**src/rtl/hazard_scoreboard.sv**
```systemverilog
// Scoreboard hazard controller for the 5-stage MIPS pipeline: tracks in-flight register
// writes through E/M/W and produces the D-stage stall plus rs/rt forwarding selects.
module hazard_scoreboard #(
  parameter int NREG  = 32,
  parameter int CNT_W = 32
) (
  input  logic             clk,
  input  logic             reset,
  input  logic [4:0]       rs_D,
  input  logic [4:0]       rt_D,
  input  logic             use_rs_D,
  input  logic             use_rt_D,
  input  logic [1:0]       Tuse_rs_D,
  input  logic [1:0]       Tuse_rt_D,
  input  logic [4:0]       WAG_D,
  input  logic             RegWrite_D,
  input  logic [1:0]       Tnew_D,
  input  logic             ext_stall,
  output logic             stall,
  output logic [1:0]       fwd_rs,
  output logic [1:0]       fwd_rt,
  output logic [CNT_W-1:0] stall_cnt
);

  // Storage covers the full 5-bit register space; slots at or above NREG never become valid.
  localparam int         NSLOT  = 32;
  localparam logic [1:0] AGE_E  = 2'd1;
  localparam logic [1:0] AGE_W  = 2'd3;

  logic [NSLOT-1:0] valid_q;
  logic [1:0]       age_q  [NSLOT];
  logic [1:0]       tnew_q [NSLOT];

  logic hazard_rs;
  logic hazard_rt;
  logic issue;

  function automatic logic tracked(input logic [4:0] r);
    return (r != 5'd0) && (int'(r) < NREG);
  endfunction

  function automatic logic [1:0] sat_dec2(input logic [1:0] v);
    return (v == 2'd0) ? 2'd0 : v - 2'd1;
  endfunction

  function automatic logic [CNT_W-1:0] sat_inc_cnt(input logic [CNT_W-1:0] v);
    return (&v) ? v : v + CNT_W'(1);
  endfunction

  always_comb begin
    hazard_rs = 1'b0;
    hazard_rt = 1'b0;
    fwd_rs    = 2'b00;
    fwd_rt    = 2'b00;
    if (use_rs_D && tracked(rs_D) && valid_q[rs_D]) begin
      hazard_rs = (tnew_q[rs_D] > Tuse_rs_D);
      if (tnew_q[rs_D] == 2'd0) fwd_rs = age_q[rs_D];
    end
    if (use_rt_D && tracked(rt_D) && valid_q[rt_D]) begin
      hazard_rt = (tnew_q[rt_D] > Tuse_rt_D);
      if (tnew_q[rt_D] == 2'd0) fwd_rt = age_q[rt_D];
    end
    stall = hazard_rs | hazard_rt | ext_stall;
    issue = !stall && RegWrite_D && tracked(WAG_D);
  end

  // Entries age every cycle regardless of stall; a stalled D simply issues nothing.
  always_ff @(posedge clk) begin
    if (reset) begin
      valid_q   <= '0;
      stall_cnt <= '0;
      for (int r = 0; r < NSLOT; r++) begin
        age_q[r]  <= 2'd0;
        tnew_q[r] <= 2'd0;
      end
    end else begin
      for (int r = 0; r < NSLOT; r++) begin
        if (valid_q[r]) begin
          if (age_q[r] == AGE_W) begin
            valid_q[r] <= 1'b0;
            age_q[r]   <= 2'd0;
          end else begin
            age_q[r] <= age_q[r] + 2'd1;
          end
          tnew_q[r] <= sat_dec2(tnew_q[r]);
        end
      end
      // Placed after the advance loop so the newest writer overrides its slot's retire/advance.
      if (issue) begin
        valid_q[WAG_D] <= 1'b1;
        age_q[WAG_D]   <= AGE_E;
        tnew_q[WAG_D]  <= Tnew_D;
      end
      if (stall) stall_cnt <= sat_inc_cnt(stall_cnt);
    end
  end

endmodule

```
**config.mk**
```make
export PLATFORM = sky130hd
export DESIGN_NAME = hazard_scoreboard
export DESIGN_NICKNAME = d
export VERILOG_FILES = /design/src/rtl/hazard_scoreboard.sv
export SDC_FILE = /design/constraint.sdc
export NUM_CORES = 1
export LEC_CHECK = 0
export ABC_AREA = 0
export CAP_MARGIN = 10
export CORE_MARGIN = 10
export CORE_UTILIZATION = 60
export CTS_BUF_LIST = sky130_fd_sc_hd__clkbuf_8
export CTS_CLUSTER_DIAMETER = 100
export DETAILED_ROUTE_END_ITERATION = 8
export PLACE_DENSITY = 0.8
export SYNTH_ARGS = -nofsm -noshare
export SYNTH_HDL_FRONTEND = slang
export SYNTH_SLANG_ARGS = --single-unit
```
**constraint.sdc**
```tcl
create_clock -name clk -period 11.6 [get_ports clk]
set_clock_uncertainty 0.05 [all_clocks]
set_input_delay 2.32 -clock clk [delete_from_list [all_inputs] [get_ports clk]]
set_output_delay 2.32 -clock clk [all_outputs]
set_load 0.005 [all_outputs]
```
==> reports/results.ini, run 1 <==
[cts]
ctsHoldBuffers=0
cts_max_level=4
post_cts_resized=0
clock_latency_ps=490
tritoncts=yes
post_cts_buffers=0
cts_buffer_depth=2
cts_made_buffers=17
root_buffer=clkbuf_8
clk_pin_slew_worst_paths_ps=120
cts.sinks=192

[finish]
fin_nets=1159
stdcell_area_mm2=0.0130
antenna_cells=0
final_util=0.667
finalNonFillerCells=1373
num-fill-cells=1448
ff_latch_area_mm2=0.00448
multi_input_area_mm2=0.00691
drive_gt1_frac=0.194
syn2layout_area_growth_pct=9.38

[setup_path]
worst-path-max-fanout=25
cp_slowest_cell=buf_2
worst-endpoint-arrival_ps=6720
cpMostUsedCell=mux4_2
path_class=in2out
crit_chain=buf_2 > buf_4 > mux4_2 > mux4_2 > mux2_2 > ha_1 > nor2b_1 > o21ai_0 > a311o_1 > nor3_2 > nor2_1 > inv_1 > clkdlybuf4s50_1
critPathRequiredTime_ps=9230
cp-start-kind=input port
max_stage_delay_ps=610
reg2reg_from=tnew_q[0][1]$_DFFE_PP_
cp-end-kind=output pin
crit_path_start=rs_D[0]

[yosys]
synth_cell_types=57
ys_seq_elements=192
async_flop_share=0
synth_edf_count=64
ys_warn_count=0
synthesis.area_mm2=0.0119
syn_nets=1136
avgSynthCellArea_um2=11.1
yosysSeqAreaShare=0.378
synthCells=1072
synth_flop_cell=dfxtp_1

[global_route]
grt_pass1_wl_mm=50.6
grt_max_degree=85
grt-ovfl-total=0
grt_pass1_vias=9244
antenna_found_initial=1
track_usage=0.243

[routing]
wl_per_cell_um=22.8
vias_per_cell=6.87
drt-pass1-iter-count=8
drt_iter0_drc=1185
routed_wl_mm=31.2
drtAntennaViolNets=0
vias=9435
drcViolationCount=0

[place]
post_dp_cell_area_mm2=0.0126
gp_congestion=0.936
port_buffers=63
dp_hpwl_mm=22.1
place_inst=1341
place_ws_ps=2460

[worst_hold_path]
holdCritPathClass=reg2reg
min-delay-start=stall_cnt[19]$_SDFFE_PP0P_

[timing]
setup_viol=0
worst_slack_ps=2510
hold_viol=0
maxSlewViolCount=0
rsz0062_at_grt=no
slew_headroom=0.213
worstMarginPinSlew_ps=1180
finalSetupTns_ps=0
timing.final.crit_period_ps=9090
finalCritPeriodShare=0.784
hold_slack_ps=467
fmax_mhz=110

[pwr]
powerDensity_mw_per_mm2=103
finalPower_mw=1.34
ir_drop_mv=0.0775
p_leak_nw=4.80

[floorplan]
io_pins=64
die_w_um=161
core_mm2=0.0195
die_area_mm2=0.0258
start_util=0.610
rows=51
die_y_um=161

[status]
outcome=completed

[job]
maxCapViolCount=0

-- layout make-up --
class	count	area share
inverters	42	0.0121
multi-input cells	767	0.532
repair buffers	75	0.0538
clock inverters	15	0.0133
clock buffers	17	0.0180
flip-flops and latches	192	0.345
well taps	265	0.0255
-- sequential cells by signal, indices dropped and copies added (netlist names) --
signal / flops
age_q: 64
stall_cnt: 32
tnew_q: 64
valid_q: 32
-- final timing paths --
path,slack [ps],depth (start not counted),to
worst max-delay path,2510,13,stall
worst min-delay path,470,2,stall_cnt[19]$_SDFFE_PP0P_
worst max register to register,6850,12,tnew_q[18][0]$_DFFE_PP_
worst min register to register,470,2,stall_cnt[19]$_SDFFE_PP0P_
-- logic make-up after synthesis --
kind of cell / Yosys count / share of synthesized area
and+or+nand+nor: 352 / 0.179
AOI/OAI and AO/OA: 192 / 0.102
DFF: 192 / 0.378
muxes: 185 / 0.260
buffers and inverters: 113 / 0.0414
adders and majority gates: 37 / 0.0390
xor gates and xnor gates: 1 / 0.000738
-- cell usage in the layout (no fill, tap or decap), types with 15 or more instances in the layout --
cell / n
a21oi_1: 50
a22o_1: 15
and3_1: 33
clkbuf_8: 17
clkdlybuf4s50_1: 58
dfxtp_1: 128
edfxtp_1: 64
ha_1: 37
inv_1: 41
mux2_2: 36
mux2i_1: 43
mux4_2: 94
nand2_1: 43
nand2b_1: 15
nand3_1: 51
nand3_2: 27
nand4_1: 28
nor2_1: 39
nor3_1: 20
nor3b_1: 19
nor4b_1: 17
o21ai_0: 66
o31ai_1: 28
or3_1: 22
-- worst max-delay path, delay by kind of cell --
family / cells / cell delay [ps]
mux: 3 / 1310
buf+inv: 4 / 1670
fa+ha+maj: 1 / 290
simple gates: 3 / 700
compound gates: 2 / 410
-- cell usage after synthesis, types with 2 or more instances --
cell	count	share of area
nand2_1	43	0.014
o21ai_0	66	0.028
a21oi_1	50	0.021
a31oi_1	2	0.0011
a311oi_1	3	0.0022
nor3_1	20	0.0084
clkbuf_1	48	0.015
nand3_1	51	0.022
and3_1	33	0.017
mux2i_1	43	0.036
edfxtp_1	64	0.16
o31ai_1	28	0.018
and4_1	2	0.0015
nand3_2	27	0.023
mux4_2	94	0.18
mux2_2	36	0.034
dfxtp_1	128	0.22
a22o_1	15	0.011
o2bb2ai_1	3	0.0022
buf_6	7	0.0066
or4_1	10	0.0063
nand2b_1	15	0.0079
nand4_1	28	0.015
inv_1	42	0.013
nor2b_1	9	0.0047
nor4_1	2	0.0011
nor3b_1	19	0.012
o22ai_1	11	0.0058
and2_1	4	0.0021
ha_1	37	0.039
nor2_1	39	0.012
nand3b_1	5	0.0032
nor4b_1	17	0.013
a2bb2oi_1	2	0.0015
or3_1	22	0.012
buf_1	4	0.0013
buf_2	12	0.0051
mux2_1	12	0.011
-- report_power, final --
group / switching (mW) / internal [mW] / leakage (nW) / total (mW)
Sequential: 0.0208 / 0.709 / 1.69 / 0.730
Combinational: 0.0826 / 0.0651 / 2.91 / 0.148
Clock: 0.277 / 0.182 / 0.201 / 0.458
Total: 0.380 / 0.956 / 4.80 / 1.34
-- per-layer routing --
layer  vias to the layer above  global-route usage  part of all wire
met2                       488               0.377              0.46
met4                         2              0.0818             0.030
met3                        75              0.0780              0.12
met1                      4604               0.314              0.40
met5                         -                   0           0.00022
li1                       4266                   -                 -
No activity file was read; power rests on OpenSTA's default activity.
==> run 2: changes to the inputs <==
CORE_UTILIZATION = 57   (was 60)
PLACE_DENSITY = 0.79   (was 0.8)
clock period = 8.1 ns   (was 11.6 ns; I/O delays follow)
==> reports/results.ini, run 2 (synthesis gave the netlist of run 1 again) <==
[cts]
post_cts_resized=0
cts.sinks=192
cts_buffer_depth=2
clk_pin_slew_worst_paths_ps=120
ctsHoldBuffers=0
clock_latency_ps=500
root_buffer=clkbuf_8
cts_made_buffers=17
post_cts_buffers=0
cts_max_level=4
tritoncts=yes

[timing]
maxSlewViolCount=0
worstMarginPinSlew_ps=1290
fmax_mhz=138
finalCritPeriodShare=0.894
slew_headroom=0.141
rsz0062_at_grt=no
setup_viol=0
hold_viol=0
finalSetupTns_ps=0
timing.final.crit_period_ps=7240
worst_slack_ps=858

[place]
port_buffers=63
place_ws_ps=836
dp_hpwl_mm=22.7
gp_congestion=0.946

[routing]
drcViolationCount=0
vias=9560
drt_iter0_drc=1037
drt-pass1-iter-count=5
wl_per_cell_um=22.8
routed_wl_mm=31.6
drtAntennaViolNets=0
vias_per_cell=6.89

[job]
maxCapViolCount=0

[global_route]
grt-ovfl-total=0
track_usage=0.238
grt_pass1_wl_mm=50.4
grt_pass1_vias=9248
antenna_found_initial=2
grt_max_degree=87

[floorplan]
io_pins=64
die_y_um=164
die_area_mm2=0.0270
rows=52
core_mm2=0.0204
start_util=0.583
die_w_um=164

[pwr]
p_switching_mw=0.538
powerDensity_mw_per_mm2=146
internal_power_mw=1.37
ir_drop_mv=0.113
p_seq_frac=0.548
p_comb_frac=0.112
p_leak_nw=4.84
swShare=0.282
finalPower_mw=1.91
p_clk_frac=0.340

[finish]
fin_nets=1166
drive_gt1_frac=0.199
syn2layout_area_growth_pct=9.90
final_common_cell=dfxtp_1
layout_common_cells=128 x dfxtp_1, 94 x mux4_2, 66 x o21ai_0
final_util=0.641
top_regs=age_q x64, tnew_q x64

[setup_path]
worst-path-max-fanout=19
crit_path_start=rs_D[0]
worst-endpoint-arrival_ps=5570
reg2reg_from=tnew_q[31][1]$_DFFE_PP_
critPathRequiredTime_ps=6430
cp-end-kind=output pin
path_class=in2out
cp-start-kind=input port

[worst_hold_path]
min-delay-start=stall_cnt[21]$_SDFFE_PP0P_
holdCritPathClass=reg2reg

[status]
outcome=completed

[run 2: cell types whose count changed in the layout (fill, tap and decap cells not counted)]
cell,change
clkinv_8,-1
clkinvlp_4,-1
diode_2,+2
inv_12,+1
clkinv_2,+1
buf_4,+7
[run 2: per-layer routing]
metal / global-route usage / vias to the layer above / part of all wire
li1: - / 4292 / -
met1: 0.308 / 4659 / 0.39
met2: 0.362 / 525 / 0.46
met3: 0.0781 / 82 / 0.12
met4: 0.0922 / 2 / 0.033
met5: 0 / - / 0.00047
[run 2: stage by stage]
stage,cells,hold WS (ps),cell area [um^2]
final,1387,452,13000
after global routing,1385,493,13000
after CTS,1385,455,13000
after detailed placement,1353,437,12600
after global placement,1353,437,12600
after floorplan,1072,430,11900
[run 2: power by group through the flow]
stage | combinational, mW | clock (mW) | sequential [mW]
CTS | 0.212 | 0.660 | 1.04
global placement | 0.205 | 0 | 1.07
finish | 0.214 | 0.650 | 1.05
floorplan | 0.156 | 0 | 1.05
global route | 0.231 | 0.697 | 1.05
detailed placement | 0.211 | 0 | 1.07
[run 2: layout make-up]
type / count / area, um^2
Clock buffer: 17 / 234
Timing Repair Buffer: 82 / 751
Multi-Input combinational cell: 767 / 6910
Tap cell: 270 / 338
Inverter: 42 / 158
Antenna cell: 2 / 5.00
Sequential cell: 192 / 4480
Clock inverter: 15 / 170
Fill cell: 1576 / 7320
[run 2: path summary, 6_finish.rpt]
kind / to / slack, ps / cells after the start
worst max-delay path: stall / 860 / 13
worst min-delay path: stall_cnt[21]$_SDFFE_PP0P_ / 450 / 2
worst max register to register: tnew_q[29][0]$_DFFE_PP_ / 3830 / 12
worst min register to register: stall_cnt[21]$_SDFFE_PP0P_ / 450 / 2
[run 2: critical path, stage by stage]
cell	delay, ps
buf_2	470
buf_4	310
mux4_2	520
mux4_2	480
mux2i_1	210
ha_1	270
nand2_1	70
o21ai_0	70
a311o_1	330
nor3_2	360
nor2_1	240
inv_1	90
clkdlybuf4s50_1	520
